==> src/rtl/writeback_stage.sv <==
// writeback_stage: MEM/WB register and register-file write driver with load wait; WB_BYPASS_EN enables decode bypass flags
module writeback_stage #(
    parameter int N  = 64,
    parameter int CW = 32
) (
    input  logic          clk,
    input  logic          reset,
    input  logic          valid_M,
    input  logic          regWrite_M,
    input  logic          memtoReg_M,
    input  logic [4:0]    wa3_M,
    input  logic [N-1:0]  aluResult_M,
    input  logic          memValid_M,
    input  logic [N-1:0]  readData_M,
    input  logic [4:0]    ra1_D,
    input  logic [4:0]    ra2_D,
    output logic          stall_W,
    output logic          regWrite_W,
    output logic [4:0]    wa3_W,
    output logic [N-1:0]  writeData3_W,
    output logic          byp1_W,
    output logic          byp2_W,
    output logic [CW-1:0] stallCnt_W
);
    typedef enum logic {IDLE, WAIT} state_e;
    state_e     state, state_d;
    logic       accept, pend_rw;
    logic [4:0] pend_wa;
    assign accept = valid_M && (!memtoReg_M || memValid_M);
    always_ff @(posedge clk) begin
        if (reset) begin
            state        <= IDLE;
            regWrite_W   <= 1'b0;
            wa3_W        <= '0;
            writeData3_W <= '0;
            pend_rw      <= 1'b0;
            pend_wa      <= '0;
            stallCnt_W   <= '0;
        end else begin
            state <= state_d;
            if (state == WAIT) begin
                if (stallCnt_W != '1) stallCnt_W <= stallCnt_W + 1'b1;
                regWrite_W <= memValid_M && pend_rw && pend_wa != 5'd31;
                if (memValid_M) begin
                    wa3_W        <= pend_wa;
                    writeData3_W <= readData_M;
                end
            end else if (accept) begin
                regWrite_W   <= regWrite_M && wa3_M != 5'd31;
                wa3_W        <= wa3_M;
                writeData3_W <= memtoReg_M ? readData_M : aluResult_M;
            end else begin
                regWrite_W <= 1'b0;
                pend_rw    <= regWrite_M;
                pend_wa    <= wa3_M;
            end
        end
    end
    always_comb begin
        state_d = state;
        if (state == IDLE && valid_M && memtoReg_M && !memValid_M) state_d = WAIT;
        if (state == WAIT && memValid_M) state_d = IDLE;
    end
    always_comb begin
        stall_W = state == WAIT;
`ifdef WB_BYPASS_EN
        byp1_W = regWrite_W && wa3_W == ra1_D && ra1_D != 5'd31;
        byp2_W = regWrite_W && wa3_W == ra2_D && ra2_D != 5'd31;
`else
        byp1_W = 1'b0;
        byp2_W = 1'b0;
`endif
    end
`ifndef WB_BYPASS_EN
    logic unused_ra;
    assign unused_ra = ^{ra1_D, ra2_D};
`endif
endmodule
==> config.mk <==
export PLATFORM = sky130hd
export DESIGN_NAME = writeback_stage
export DESIGN_NICKNAME = d
export VERILOG_FILES = /design/src/rtl/writeback_stage.sv
export SDC_FILE = /design/constraint.sdc
export NUM_CORES = 1
export LEC_CHECK = 0
export CAP_MARGIN = 30
export CORE_MARGIN = 8
export CORE_UTILIZATION = 37
export DETAILED_ROUTE_END_ITERATION = 10
export PLACE_DENSITY = 0.88
export RECOVER_POWER = 50
export SETUP_SLACK_MARGIN = 0.15
export SKIP_LAST_GASP = 1
export SYNTH_ARGS = -nofsm -noshare
export SYNTH_HDL_FRONTEND = slang
export SYNTH_SLANG_ARGS = --single-unit
export TNS_END_PERCENT = 50
==> constraint.sdc <==
create_clock -name clk -period 1.9 [get_ports clk]
set_clock_uncertainty 0.05 [all_clocks]
set_input_delay 0.285 -clock clk [delete_from_list [all_inputs] [get_ports clk]]
set_output_delay 0.285 -clock clk [all_outputs]
set_load 0.1 [all_outputs]
==> impl_metrics.yaml <==
cells_and_area:
  drive_above_1_share_pct: 30.5
  stdcell_area_mm2: 0.00842
  syn_to_final_growth_pct: 66.3
  diodes: 0
  num-fill-cells: 1094
  final_cell_mix: "clkdlybuf4s50_1, nor2_1, clkbuf_2"
  mostFrequentLayoutCell: "clkdlybuf4s50_1"
  nets: 1056
global_routing:
  grt.total_usage_pct: 20.8
  grt_max_degree: 47
  grt-ovfl-total: 0
  grt_pass1_wl_um: 30200
  grt_pass1_vias: 5752
  antenna_found_initial: 0
timing:
  finalCritPeriodShare_pct: 101
  min_period_ns: 1.93
  tightestPinTransition_ns: 0.594
  fin_ws_ns: -0.0260
  maxSlewViolCount: 0
  hold_viol: 0
  relSlewSlack_pct: 60.6
  rsz0062_at_grt: "true"
  fin_setup_tns_ns: -0.0807
  whs_ns: 0.270
  finalSetupViolCount: 5
  max_freq_mhz: 519
power_and_ir_drop:
  p_leak_nw: 3.32
  finalPower_mw: 6.23
  vdd_drop_max_uv: 401
  powerDensity_mw_per_mm2: 740
critical_path:
  cp.required_ns: 2.12
  crit_arrival_ns: 2.14
  crit_type: "reg2reg"
  slowest_delay_ns: 0.51
  end_kind: "flip-flop"
  critPathLaunchType: "flip-flop"
  slowest_stage: "a2111o_1"
  worstPathCellList: "nand4_1, nor4_4, buf_4, a2111o_1, or3_1, a21oi_1"
  cp_max_fo: 7
  r2r_start: "stallCnt_W[6]"
  crit_family: "compound AO/OA/AOI/OAI gates"
  startpoint: "stallCnt_W[6]"
  crit_buf_inv: 1
status:
  status: "complete, but fails checks"
  violations: "negative setup slack"
die:
  io_pins: 254
  die_y_um: 133
  die-area_mm2: 0.0177
  coreArea_mm2: 0.0133
  rows: 42
  initial_core_util_pct: 38.1
  die_x_um: 133
route:
  vias: 5924
  drc: 0
  first_pass_iters: 7
  drt-total-wl_um: 20100
  routedWlPerCell_um: 18.5
  drt_iter0_drc: 372
  ant_nets: 0
  viasPerCell: 5.45
min_path:
  worstHoldStart: "reset"
  hp-class: "in2reg"
place:
  placed_area_mm2: 0.00791
  port_buffers: 241
  post-dp-hpwl_um: 13700
  place_congestion: 0.863
cts:
  cts_buffers: 9
  clock-sinks: 109
  clk_pin_slew_worst_paths_ns: 0.07
  clockBufferDepth: 2
  hold_buffers: 0
  cts_tree: "yes"
  cts_root_buf: "clkbuf_16"
  htreeDepth: 3
  clk_latency_ns: 0.35
flow_run:
  drv_cap: 0
synth:
  avgSynthCellArea_um2: 8.03
  syn_inst: 631
  syn_area_mm2: 0.00506
  yosysUniqueCellTypes: 47
  yosys_warnings: 0
  yosysSeqAreaShare_pct: 43.1
  ys_seq_elements: 109
## cell usage after synthesis, drive strengths merged
library cell	count	share of area (%)
nor4b	1	0.17
nand4b	2	0.35
mux2	2	0.44
a311oi	64	11
and4	4	0.69
o41ai	1	0.17
nor3	5	0.49
nand2	78	5.8
conb	1	0.074
ha	1	0.25
mux2i	12	2.4
nand2b	1	0.12
xor2	1	0.17
o31ai	3	0.44
nor4	6	0.99
or4	4	0.62
a211oi	9	1.3
nor3b	2	0.30
a2111o	1	0.22
o21ai	76	7.5
clkbuf	48	3.6
a311o	1	0.20
o2111ai	1	0.17
nor2b	2	0.25
a31o	1	0.17
xnor2	9	1.6
inv	5	0.37
o21bai	1	0.15
dfxtp	109	43
nand4	13	1.7
nor2	95	7.0
a31oi	1	0.12
a21oi	22	2.2
and3	4	0.49
and2	5	0.62
a21boi	1	0.15
o22a	1	0.17
buf	8	0.79
nand3	17	1.9
or3	13	1.7
## worst paths after layout
check                                   endpoint  slack (ns)  cells after the start
worst min-delay path              stallCnt_W[16]        0.27                      2
worst max-delay path              stallCnt_W[27]       -0.03                      6
worst max register to register    stallCnt_W[27]       -0.03                      6
worst min register to register  writeData3_W[56]        0.44                      2
## flip-flops by register name (all words and copies together) (netlist names)
register	flops
pend_rw	1
regWrite_W	1
writeData3_W	64
pend_wa	5
stall_W	1
stallCnt_W	32
wa3_W	5
## routing by layer
metal | GRT usage [%] | routed length, um
met1 | 24.0 | 7850
met2 | 34.7 | 9980
met3 | 6.74 | 1730
met4 | 8.77 | 523
met5 | 0 | 0
## worst register-to-register path: stages (launching register included)
cell and delay (ns):
dfxtp_4 0.37, nand4_1 0.19, nor4_4 0.10, buf_4 0.15, a2111o_1 0.51, or3_1 0.34, a21oi_1 0.13
## power by group
group	leakage, nW	total (mW)	internal [mW]	switching, mW
registers	0.922	2.46	2.38	0.0730
logic	2.26	1.95	0.548	1.41
clock network	0.140	1.82	0.965	0.855
total	3.32	6.23	3.90	2.33
## layout make-up
class	count	area, um2	share of cell area, %
clock inverter	3	18.8	0.223
timing repair buffer	319	2690	31.9
inverter	5	18.8	0.223
multi-input combinational	462	2910	34.6
clock buffer	13	260	3.09
sequential	109	2300	27.3
tap	176	220	2.61
## timing repair
action / CTS / global route
gates resized for setup: 7 / 43
buffers inserted: 17 / 12
gates cloned: 0 / 3
endpoints found under the setup margin: 30 / 70
pin swaps: 10 / 34
## cell families (layout without fill, tap and decap cells)
logic type	Yosys count	count (layout)	share of synthesized area (%)
AND/OR/NAND/NOR	252	252	23.3
AO/OA/AOI/OAI	183	183	24.1
multiplexers	14	14	2.82
XOR/XNOR	10	10	1.73
other	1	2	0.0740
buffers and inverters	61	340	4.72
adder cells (fa/ha/maj)	1	1	0.247
flip-flops	109	109	43.1
## stage by stage
stage               cells  utilization, %  setup slack (ns)
CTS                  1072            62.9           -0.0137
detailed placement   1039            59.5            -0.108
finish               1087            63.4           -0.0260
global route         1087            63.4           -0.0974
global placement     1039            59.5           -0.0485
floorplan             632               -            -0.150
(Power assumes the default switching activity.)
